`src/rtl/cmp_pkg.sv`:
```
`default_nettype none
// ============================================================================
//  Module      : cmp_pkg
//  Description : Shared types and compare function for the streaming
//                comparator / frame statistics tracker.
//  Revision    : 1.0 - initial release
// ============================================================================
package cmp_pkg;

    // Widest operand the shared compare function handles; narrower operands
    // are sign- or zero-extended up to this width before comparison.
    localparam int c_MAX_W = 64;

    typedef struct packed {
        logic gt;
        logic lt;
        logic eq;
    } cmp_res_t;

    typedef enum logic [0:0] {
        EMPTY = 1'b0,
        TRACK = 1'b1
    } trk_state_t;

    // Operands arrive already extended to c_MAX_W in the requested mode, so a
    // single full-width compare gives the right answer for any WIDTH.
    function automatic cmp_res_t cmp_fn(input logic [c_MAX_W-1:0] a,
                                        input logic [c_MAX_W-1:0] b,
                                        input logic               is_signed);
        cmp_res_t r;
        r.eq = (a == b);
        if (is_signed) begin
            r.gt = ($signed(a) > $signed(b));
            r.lt = ($signed(a) < $signed(b));
        end else begin
            r.gt = (a > b);
            r.lt = (a < b);
        end
        return r;
    endfunction

endpackage
`default_nettype wire

```
`src/rtl/cmp_core.sv`:
```
`default_nettype none
// ============================================================================
//  Module      : cmp_core
//  Description : Combinational signed/unsigned magnitude compare of two
//                WIDTH-bit operands (WIDTH up to 64).
//  Revision    : 1.0 - initial release
// ============================================================================
module cmp_core
    import cmp_pkg::*;
#(
    parameter int WIDTH = 8
) (
    input  logic [WIDTH-1:0] a,
    input  logic [WIDTH-1:0] b,
    input  logic             is_signed,
    output cmp_res_t         res
);

    logic [c_MAX_W-1:0] w_a_ext;
    logic [c_MAX_W-1:0] w_b_ext;

    // Extend both operands to the package width; the fill bit is the sign
    // bit in signed mode and zero otherwise.
    generate
        if (WIDTH < c_MAX_W) begin : g_ext
            assign w_a_ext = {{(c_MAX_W-WIDTH){is_signed & a[WIDTH-1]}}, a};
            assign w_b_ext = {{(c_MAX_W-WIDTH){is_signed & b[WIDTH-1]}}, b};
        end else begin : g_full
            assign w_a_ext = a;
            assign w_b_ext = b;
        end
    endgenerate

    // Single full-width compare.
    always_comb begin
        res = cmp_fn(w_a_ext, w_b_ext, is_signed);
    end

endmodule
`default_nettype wire

```
`src/rtl/cmp_stream_tracker.sv`:
```
`default_nettype none
// ============================================================================
//  Module      : cmp_stream_tracker
//  Description : Streaming valid/ready comparator with registered result,
//                saturating per-frame outcome counters and running max/min
//                of operand a.
//  Revision    : 1.0 - initial release
// ============================================================================
module cmp_stream_tracker
    import cmp_pkg::*;
#(
    parameter int WIDTH = 8,
    parameter int CNT_W = 16
) (
    input  logic             clk,
    input  logic             rst_n,
    input  logic             in_valid,
    output logic             in_ready,
    input  logic [WIDTH-1:0] a,
    input  logic [WIDTH-1:0] b,
    input  logic             signed_mode,
    input  logic             clear,
    output logic             out_valid,
    input  logic             out_ready,
    output logic             gt,
    output logic             lt,
    output logic             eq,
    output logic [CNT_W-1:0] cnt_gt,
    output logic [CNT_W-1:0] cnt_lt,
    output logic [CNT_W-1:0] cnt_eq,
    output logic [WIDTH-1:0] max_a,
    output logic [WIDTH-1:0] min_a,
    output logic             ext_valid,
    output logic             mode_q
);

    localparam logic [CNT_W-1:0] c_CNT_MAX = '1;
    localparam logic [CNT_W-1:0] c_CNT_ONE = {{(CNT_W-1){1'b0}}, 1'b1};

    logic             r_out_valid;
    cmp_res_t         r_res;
    logic [CNT_W-1:0] r_cnt_gt, r_cnt_lt, r_cnt_eq;
    logic [WIDTH-1:0] r_max, r_min;
    logic             r_mode;
    trk_state_t       r_state, w_state_nxt;

    logic             w_accept;
    logic             w_mode;
    logic             w_first;
    logic             w_max_upd, w_min_upd;
    cmp_res_t         w_beat, w_max_res, w_min_res;

    assign in_ready  = !r_out_valid | out_ready;
    assign w_accept  = in_valid & in_ready;
    // A beat accepted together with clear belongs to the new frame and its mode.
    assign w_mode    = clear ? signed_mode : r_mode;
    assign w_first   = clear | (r_state == EMPTY);
    // Qualify with the one-hot shape of the compare result.
    assign w_max_upd = w_max_res.gt & ~w_max_res.lt & ~w_max_res.eq;
    assign w_min_upd = w_min_res.lt & ~w_min_res.gt & ~w_min_res.eq;

    cmp_core #(.WIDTH(WIDTH)) u_cmp_beat (.a(a), .b(b),     .is_signed(w_mode), .res(w_beat));
    cmp_core #(.WIDTH(WIDTH)) u_cmp_max  (.a(a), .b(r_max), .is_signed(w_mode), .res(w_max_res));
    cmp_core #(.WIDTH(WIDTH)) u_cmp_min  (.a(a), .b(r_min), .is_signed(w_mode), .res(w_min_res));

    // Result register: load on accept, drop when consumed without a new beat.
    always_ff @(posedge clk or negedge rst_n) begin
        if (!rst_n) begin
            r_out_valid <= 1'b0;
            r_res       <= '0;
        end else if (w_accept) begin
            r_out_valid <= 1'b1;
            r_res       <= w_beat;
        end else if (out_ready) begin
            r_out_valid <= 1'b0;
        end
    end

    // Frame mode, reloaded on every clear.
    always_ff @(posedge clk or negedge rst_n) begin
        if (!rst_n) begin
            r_mode <= 1'b1;
        end else if (clear) begin
            r_mode <= signed_mode;
        end
    end

    // Saturating outcome counters; clear restarts them from the current beat.
    always_ff @(posedge clk or negedge rst_n) begin
        if (!rst_n) begin
            r_cnt_gt <= '0;
            r_cnt_lt <= '0;
            r_cnt_eq <= '0;
        end else if (clear) begin
            r_cnt_gt <= (w_accept & w_beat.gt) ? c_CNT_ONE : '0;
            r_cnt_lt <= (w_accept & w_beat.lt) ? c_CNT_ONE : '0;
            r_cnt_eq <= (w_accept & w_beat.eq) ? c_CNT_ONE : '0;
        end else if (w_accept) begin
            if (w_beat.gt && r_cnt_gt != c_CNT_MAX) r_cnt_gt <= r_cnt_gt + c_CNT_ONE;
            if (w_beat.lt && r_cnt_lt != c_CNT_MAX) r_cnt_lt <= r_cnt_lt + c_CNT_ONE;
            if (w_beat.eq && r_cnt_eq != c_CNT_MAX) r_cnt_eq <= r_cnt_eq + c_CNT_ONE;
        end
    end

    // Tracker state register.
    always_ff @(posedge clk or negedge rst_n) begin
        if (!rst_n) begin
            r_state <= EMPTY;
        end else begin
            r_state <= w_state_nxt;
        end
    end

    // Tracker next state: clear empties the frame, any accept makes it valid.
    always_comb begin
        w_state_nxt = r_state;
        if (clear) begin
            w_state_nxt = EMPTY;
        end
        if (w_accept) begin
            w_state_nxt = TRACK;
        end
    end

    // Tracker output decode.
    always_comb begin
        ext_valid = (r_state == TRACK);
    end

    // Extreme registers: seed on the first sample of a frame, then track.
    always_ff @(posedge clk or negedge rst_n) begin
        if (!rst_n) begin
            r_max <= '0;
            r_min <= '0;
        end else if (w_accept) begin
            if (w_first) begin
                r_max <= a;
                r_min <= a;
            end else begin
                if (w_max_upd) r_max <= a;
                if (w_min_upd) r_min <= a;
            end
        end
    end

    assign out_valid = r_out_valid;
    assign gt        = r_res.gt;
    assign lt        = r_res.lt;
    assign eq        = r_res.eq;
    assign cnt_gt    = r_cnt_gt;
    assign cnt_lt    = r_cnt_lt;
    assign cnt_eq    = r_cnt_eq;
    assign max_a     = r_max;
    assign min_a     = r_min;
    assign mode_q    = r_mode;

endmodule
`default_nettype wire
```
`config.mk`:
```
export PLATFORM = sky130hd
export DESIGN_NAME = cmp_stream_tracker
export DESIGN_NICKNAME = d
export VERILOG_FILES = /design/src/rtl/cmp_pkg.sv /design/src/rtl/cmp_core.sv /design/src/rtl/cmp_stream_tracker.sv
export SDC_FILE = /design/constraint.sdc
export NUM_CORES = 1
export LEC_CHECK = 0
export CAP_MARGIN = 40
export CORE_MARGIN = 8
export CORE_UTILIZATION = 57
export CTS_CLUSTER_SIZE = 12
export DETAILED_ROUTE_END_ITERATION = 12
export HOLD_SLACK_MARGIN = 0.03
export MAX_ROUTING_LAYER = met4
export PLACE_DENSITY = 0.9
export SETUP_SLACK_MARGIN = 0.15
export SYNTH_ARGS = -nofsm -noshare
export SYNTH_HDL_FRONTEND = slang
export SYNTH_HIERARCHICAL = 1
export SYNTH_SLANG_ARGS = --single-unit
```
`constraint.sdc`:
```
create_clock -name clk -period 5.7 [get_ports clk]
set_clock_uncertainty 0.15 [all_clocks]
set_input_delay 0.57 -clock clk [delete_from_list [all_inputs] [get_ports clk]]
set_output_delay 0.57 -clock clk [all_outputs]
set_load 0.01 [all_outputs]
```
==> flow_summary.yaml, run 1 <==
finish:
  design_area_mm2: 0.00616
  fill_cells: 631
  diode_insertion_count_for_antenna_repair: 0
  area_growth_pct: 24.2
  post_route_cells_drive_above_1_share_pct: 15.1
  design.final.nets: 662
  finalCoreUtilization_pct: 71.7
timing:
  hold-worst-slack_ns: 0.372
  slew_headroom_pct: 45.7
  tightest_slew_ns: 0.814
  total_negative_setup_slack_ns: 0
  min_period_ns: 5.02
  rsz0062_at_grt: "false"
  fmax_ghz: 0.199
  finalCritPeriodShare_pct: 88.1
  finalHoldViolCount: 0
  timing.final.setup_violations: 0
  timing_max_transition_violations_final: 0
clock_tree:
  worst_setup_hold_path_clk_slew_ns: 0.08
  cts.repair.resized: 0
  tritoncts: "yes"
  clock_latency_ns: 0.35
  cts_max_level: 3
  ctsRootBufferMaster: "sky130_fd_sc_hd__clkbuf_8"
  cts_num_sinks: 70
  tritoncts.num_buffers: 9
  cts-root-to-sink-buffers: 2
worst_setup_path:
  cp_cell_sequence: "clkdlybuf4s50_1 > ha_1 > nor2b_4 > o211a_1 > o21ai_0 > nand2b_1 > fa_1 > and2_4 > nor4b_2 > xor2_1 > a21o_1 > and3_1 > nand4_2 > nor4_1 > mux2_2"
  critPathBufInv: 1
  cp.required_ns: 5.78
  critical-path-top-delay-family: "simple AND/OR/NAND/NOR gates"
  crit_fanout: 15
  timing.critical_path.arrival_ns: 5.10
  worst_path_largest_cell_delay_ns: 0.54
  start_kind: "primary input"
  critPathCaptureType: "flop"
  crit_path_top_delay_cell: "sky130_fd_sc_hd__nor4_1"
  worstSetupPathType: "in -> reg"
status:
  run_status: "complete, no violations"
grt:
  first_global_vias: 4466
  globalRouteOverflowTotal: 0
  grt_first_pass_wirelength_um: 21800
  top_usage_layer: "met2"
  met3_usage_pct: 4.10
  global_routing_usage_on_met2_pct: 37.2
  groute.layer.met1.usage_pct: 28.7
  grtUsageTotal_pct: 23.4
  antenna_violations_before_repair: 0
  grt_max_degree: 62
synth:
  synthesis.area_per_instance_um2: 9.61
  postSynthNetCount: 571
  synthesis.instances: 516
  synth_seq_area_share_pct: 35.3
  mappedNetlistArea_mm2: 0.00496
  synth_enable_flop_cells: 0
  yosysWarnings: 6
  ys.flop_type: "sky130_fd_sc_hd__dfrtp_1"
  synth_top_area_share_pct: 34.8
  post_synth_num_cell_types: 67
  synth_area_leaders: "sky130_fd_sc_hd__dfrtp_1, sky130_fd_sc_hd__mux2_2, sky130_fd_sc_hd__ha_1, sky130_fd_sc_hd__nand2_1, sky130_fd_sc_hd__a21oi_1"
  synth_async_sr_flop_share_pct: 100
  yosys.area.top_type: "sky130_fd_sc_hd__dfrtp_1"
  synth-seq-cells: 70
routing:
  drt.antenna.violating_nets: 0
  detail_route.drc_violations: 0
  first_pass_iters: 5
  detail_route.wl_per_cell_um: 18.4
  first_iteration_detailed_routing_drc_count: 265
  detailroute.via_count: 4548
  drt-total-wl_um: 13200
  post_drt_via_cell_ratio: 6.33
pwr:
  irDropWorstVdd_mv: 0.158
  areal_power_density_over_the_cells_mw_per_mm2: 251
  net-switching-power_w: 0.000523
  p_total_w: 0.00155
  design_internal_power_w: 0.00102
  share_seq_of_total_power_pct: 37.5
  static-leakage-power_nw: 2.64
  swShare_pct: 33.9
  p_comb_share_pct: 37.4
  clkPwrFrac_pct: 25.1
floorplan:
  coreArea_mm2: 0.00859
  design.die.area_mm2: 0.0119
  floorplan.rows: 34
  initial_utilization_pct: 57.7
  io_pins: 93
  die_h_um: 109
  chipWidth_um: 109
job:
  cap_violations: 0
placement:
  detailed_place.area_mm2: 0.00598
  hpwl_reported_at_the_end_of_detailed_placement_um: 9590
  gp_routability_congestion: 0.914
  place.port_buffers: 92
hold_path:
  timing.hold.worst.class: "reg -> reg"
==> metrics by stage <==
| step | worst slack [ns] | std cells |
|---|---|---|
| floorplan | 1.21 | 516 |
| CTS | 0.836 | 718 |
| global placement | 0.744 | 702 |
| global route | 0.574 | 718 |
| detailed placement | 0.530 | 703 |
| finish | 0.678 | 718 |
==> sequential cells by signal (all words and copies together) (netlist names) <==
signal / count
cnt_lt: 16
lt: 1
gt: 1
max_a: 8
ext_valid: 1
out_valid: 1
cnt_gt: 16
cnt_eq: 16
mode_q: 1
eq: 1
min_a: 8
==> Yosys cell counts, types with 6 or more instances <==
cell	n
sky130_fd_sc_hd__a211oi_1	7
sky130_fd_sc_hd__nor2_1	22
sky130_fd_sc_hd__and3_1	11
sky130_fd_sc_hd__or4_1	17
sky130_fd_sc_hd__and2_1	9
sky130_fd_sc_hd__a21o_1	8
sky130_fd_sc_hd__nand3_1	19
sky130_fd_sc_hd__dfrtp_1	69
sky130_fd_sc_hd__o31ai_1	15
sky130_fd_sc_hd__inv_1	35
sky130_fd_sc_hd__nor3_1	9
sky130_fd_sc_hd__nand2_1	44
sky130_fd_sc_hd__a21oi_1	27
sky130_fd_sc_hd__mux2_2	35
sky130_fd_sc_hd__o21ai_0	12
sky130_fd_sc_hd__ha_1	30
sky130_fd_sc_hd__nand4_1	15
sky130_fd_sc_hd__clkbuf_1	9
sky130_fd_sc_hd__nor2b_1	19
sky130_fd_sc_hd__nor4_1	11
sky130_fd_sc_hd__o211ai_1	6
==> layout by cell type, fill, tap and decap left out, types with 3 or more instances in the layout <==
| cell | Yosys | routed |
|---|---|---|
| sky130_fd_sc_hd__clkbuf_8 | 0 | 9 |
| sky130_fd_sc_hd__mux2_2 | 35 | 35 |
| sky130_fd_sc_hd__nand3_1 | 19 | 19 |
| sky130_fd_sc_hd__o21ai_0 | 12 | 12 |
| sky130_fd_sc_hd__and4_1 | 4 | 4 |
| sky130_fd_sc_hd__ha_1 | 30 | 30 |
| sky130_fd_sc_hd__inv_1 | 35 | 35 |
| sky130_fd_sc_hd__a221oi_2 | 4 | 4 |
| sky130_fd_sc_hd__nand2b_1 | 3 | 3 |
| sky130_fd_sc_hd__a31oi_1 | 3 | 3 |
| sky130_fd_sc_hd__nor4_1 | 11 | 11 |
| sky130_fd_sc_hd__a21o_1 | 8 | 8 |
| sky130_fd_sc_hd__nand2_1 | 44 | 44 |
| sky130_fd_sc_hd__o211ai_1 | 6 | 6 |
| sky130_fd_sc_hd__and3_1 | 11 | 11 |
| sky130_fd_sc_hd__nor2b_1 | 19 | 19 |
| sky130_fd_sc_hd__and2_1 | 9 | 9 |
| sky130_fd_sc_hd__or3_1 | 3 | 3 |
| sky130_fd_sc_hd__fa_1 | 3 | 3 |
| sky130_fd_sc_hd__nor2_1 | 22 | 22 |
| sky130_fd_sc_hd__o211a_1 | 3 | 3 |
| sky130_fd_sc_hd__or4_1 | 17 | 17 |
| sky130_fd_sc_hd__a211oi_1 | 7 | 7 |
| sky130_fd_sc_hd__a21oi_1 | 27 | 27 |
| sky130_fd_sc_hd__nand4_1 | 15 | 15 |
| sky130_fd_sc_hd__clkdlybuf4s50_1 | 0 | 90 |
| sky130_fd_sc_hd__and4_2 | 3 | 3 |
| sky130_fd_sc_hd__nor4b_2 | 3 | 3 |
| sky130_fd_sc_hd__clkinv_2 | 0 | 3 |
| sky130_fd_sc_hd__o31ai_1 | 15 | 15 |
| sky130_fd_sc_hd__nor3_1 | 9 | 9 |
| sky130_fd_sc_hd__dfrtp_1 | 69 | 69 |
| sky130_fd_sc_hd__buf_4 | 3 | 3 |
==> worst min-delay path, cell delays in order (launching register included) <==
cell	delay (ns)
sky130_fd_sc_hd__dfrtp_1	0.38
sky130_fd_sc_hd__nand2_1	0.06
sky130_fd_sc_hd__nand2_1	0.06
==> kinds of logic after synthesis <==
family	count (synthesis)	synth area share (%)
AO/OA/AOI/OAI	107	15.7
XOR/XNOR	3	0.530
adder cells (fa/ha/maj)	33	8.78
buffers and inverters	52	4.26
flip-flops	70	35.3
multiplexers	37	8.35
AND/OR/NAND/NOR	214	27.0
==> final cells by class <==
type                    instances  area [um^2]  share of cell area, %
clock buffers                   9          124                   2.01
multi-input cells             394         3000                   48.6
well taps                     108          135                   2.19
flip-flops and latches         70         1750                   28.4
clock inverters                 5         52.6                  0.853
inverters                      35          131                   2.13
repair buffers                 97          971                   15.8
==> power by group through the flow <==
| stage | Clock, W | Combinational, W | Sequential (W) |
|---|---|---|---|
| floorplan | 0 | 0.000352 | 0.000602 |
| global placement | 0 | 0.000538 | 0.000587 |
| detailed placement | 0 | 0.000563 | 0.000589 |
| CTS | 0.000393 | 0.000573 | 0.000580 |
| global route | 0.000417 | 0.000628 | 0.000588 |
| finish | 0.000388 | 0.000578 | 0.000580 |
==> path summary, 6_finish.rpt <==
path	start	endpoint	slack, ns	cells after the start
min in group asynchronous	rst_n	cnt_eq[10]	0.55	3
worst max register to register	mode_q	cnt_lt[13]	1.43	11
worst max-delay path	a[1]	cnt_lt[13]	0.68	15
worst min-delay path	eq	eq	0.37	2
worst min register to register	eq	eq	0.37	2
max in group asynchronous	rst_n	mode_q	4.23	4
==> per-layer routing <==
layer	part of all wire, %	vias up
li1	-	2126
met1	42	2214
met2	49	173
met3	5.7	35
met4	3.2	0
met5	0	-
==> timing repair <==
action,in CTS,in global routing
hold endpoints to repair,14,0
buffers inserted,0,0
hold buffers,1,0
No activity file was read; power rests on OpenSTA's default activity.
==> inputs of run 2 (changes only) <==
--- a/config.mk
+++ b/config.mk
@@ -5,7 +5,7 @@
 export SDC_FILE = /design/constraint.sdc
 export NUM_CORES = 1
 export LEC_CHECK = 0
-export CAP_MARGIN = 40
+export CAP_MARGIN = 20
 export CORE_MARGIN = 8
 export CORE_UTILIZATION = 57
 export CTS_CLUSTER_SIZE = 12
==> run 2 against run 1 <==
  * Global-route usage grew 0.080 points
  * Non-clock buffer count shrank 2
  * Sequential cell count is the same
  * Die area is the same
  * Worst setup slack gained 0.080 ns
  * Power grew 0.70%
  * Clock-buffer cell count is the same
  * Via count grew 0.59%
  * Register-to-register slack gained 0.06 ns
  * Sequential share of layout area grew 0.081 points
  * Clock power grew 5.2%
  * Critical endpoint is now cnt_gt[15]
==> flow_summary.yaml, run 2 (same netlist as run 1, synthesis figures left out) <==
status:
  run_status: "complete, no violations"
clock_tree:
  postCtsHoldBufs: 0
  tritoncts: "yes"
  cts_num_sinks: 70
  clock_latency_ns: 0.35
  cts-root-to-sink-buffers: 2
  post-cts-setup-buffer-count: 0
  cts_max_level: 3
  worst_setup_hold_path_clk_slew_ns: 0.09
  ctsRootBufferMaster: "sky130_fd_sc_hd__clkbuf_8"
  tritoncts.num_buffers: 9
  cts.repair.resized: 0
worst_setup_path:
  crit_path_start: "a[1]"
  crit_fanout: 10
  rr_endpoint: "cnt_gt[15]"
  worstSetupPathType: "in -> reg"
  timing.critical_path.arrival_ns: 5.03
  timing.reg2reg.setup_slack_ns: 1.49
  critical-path-top-delay-family: "simple AND/OR/NAND/NOR gates"
  critPathCaptureType: "flop"
  reg2reg_depth: 11
  worst_path_largest_cell_delay_ns: 0.52
  start_kind: "primary input"
  cp.required_ns: 5.79
  critPathBufInv: 1
  reg2reg_from: "mode_q"
  crit_path_top_delay_cell: "sky130_fd_sc_hd__clkdlybuf4s50_1"
  cp_cell_sequence: "clkdlybuf4s50_1 > ha_1 > nor2b_4 > o211a_1 > o21ai_0 > nand2b_1 > fa_1 > nor4_2 > nor4b_2 > xor2_1 > a211oi_1 > and2_1 > nand3_2 > nor4_1 > mux2_2"
timing:
  slew_headroom_pct: 38.6
  tightest_slew_ns: 0.922
  fmax_ghz: 0.202
  timing.final.setup_violations: 0
  finalCritPeriodShare_pct: 86.7
  hold-worst-slack_ns: 0.260
  min_period_ns: 4.94
  total_negative_setup_slack_ns: 0
  finalHoldViolCount: 0
  timing_max_transition_violations_final: 0
  rsz0062_at_grt: "false"
job:
  cap_violations: 0
placement:
  gp_routability_congestion: 0.914
  place.port_buffers: 92
  detailed_place.area_mm2: 0.00595
  placed_cells_incl_taps: 702
  hpwl_reported_at_the_end_of_detailed_placement_um: 9410
pwr:
  design_internal_power_w: 0.00103
  clkPwrFrac_pct: 26.2
  share_seq_of_total_power_pct: 37.2
  areal_power_density_over_the_cells_mw_per_mm2: 253
  static-leakage-power_nw: 2.63
  swShare_pct: 34.0
  p_total_w: 0.00156
  irDropWorstVdd_mv: 0.178
  p_comb_share_pct: 36.6
  net-switching-power_w: 0.000530
finish:
  finalNonFillerCells: 718
  layout.cells.most_common_list: "sky130_fd_sc_hd__clkdlybuf4s50_1, sky130_fd_sc_hd__dfrtp_1, sky130_fd_sc_hd__nand2_1"
  design.final.nets: 660
  leading_cell_type_in_the_layout_fill_and_taps_excluded: "sky130_fd_sc_hd__clkdlybuf4s50_1"
  design_area_mm2: 0.00615
  diode_insertion_count_for_antenna_repair: 0
  area_growth_pct: 23.9
  post_route_cells_drive_above_1_share_pct: 15.2
routing:
  detail_route.drc_violations: 0
  post_drt_via_cell_ratio: 6.37
  drt-total-wl_um: 13200
  first_iteration_detailed_routing_drc_count: 277
  drt.antenna.violating_nets: 0
  first_pass_iters: 4
  detailroute.via_count: 4575
  detail_route.wl_per_cell_um: 18.4
floorplan:
  design.die.area_mm2: 0.0119
  floorplan.rows: 34
  coreArea_mm2: 0.00859
  io_pins: 93
  chipWidth_um: 109
  die_h_um: 109
  initial_utilization_pct: 57.7
grt:
  first_global_vias: 4569
  globalRouteOverflowTotal: 0
  grtUsageTotal_pct: 23.4
  grt_first_pass_wirelength_um: 21900
  antenna_violations_before_repair: 0
  grt_max_degree: 71
hold_path:
  timing.hold.worst.class: "in -> async"
run 2: worst register-to-register path: stages (launching register included):
cell                       delay [ns]
sky130_fd_sc_hd__dfstp_2         0.54
sky130_fd_sc_hd__mux2_2          0.36
sky130_fd_sc_hd__nand2_1         0.16
sky130_fd_sc_hd__fa_1            0.56
sky130_fd_sc_hd__nor4_2          0.34
sky130_fd_sc_hd__nor4b_2         0.09
sky130_fd_sc_hd__xor2_1          0.19
sky130_fd_sc_hd__a211oi_1        0.29
sky130_fd_sc_hd__and2_1          0.36
sky130_fd_sc_hd__nand3_2         0.26
sky130_fd_sc_hd__nor4_1          0.41
sky130_fd_sc_hd__mux2_2          0.38
run 2: how the worst max path moves through the flow:
stage | cells past startpoint | slack [ns] | to
after floorplan | 14 | 1.21 | cnt_lt[11]
after global placement | 15 | 0.74 | cnt_lt[7]
after CTS | 15 | 0.86 | cnt_lt[13]
after global routing | 14 | 0.57 | cnt_gt[15]
after detailed placement | 15 | 0.54 | cnt_lt[13]
final | 15 | 0.76 | cnt_gt[15]
run 2: cell type report:
cell class,count,area [um^2]
Inverter,35,131
Clock inverter,7,72.6
Sequential cell,70,1750
Multi-Input combinational cell,394,3000
Clock buffer,9,124
Timing Repair Buffer,95,933
Tap cell,108,135
Fill cell,627,2450
run 2: metal layers:
layer / routed length (um) / vias up / global-route usage [%]
li1: - / 2127 / -
met3: 781 / 49 / 4.04
met1: 5520 / 2204 / 28.3
met4: 523 / 0 / 12.2
met2: 6370 / 195 / 37.0
met5: 0 / - / -
run 2: power groups by stage:
stage / combinational, W / clock, W / sequential [W]
floorplan: 0.000352 / 0 / 0.000602
global placement: 0.000538 / 0 / 0.000587
detailed placement: 0.000560 / 0 / 0.000589
CTS: 0.000567 / 0.000412 / 0.000579
global route: 0.000622 / 0.000439 / 0.000588
finish: 0.000569 / 0.000408 / 0.000580
run 2: per-stage QoR:
stage	worst slack, ns	utilization, %
6_report	0.757	71.5
5_1_grt	0.569	71.5
4_1_cts	0.857	71.5
3_5_place_dp	0.537	69.2
3_3_place_gp	0.744	69.2
2_1_floorplan	1.21	-
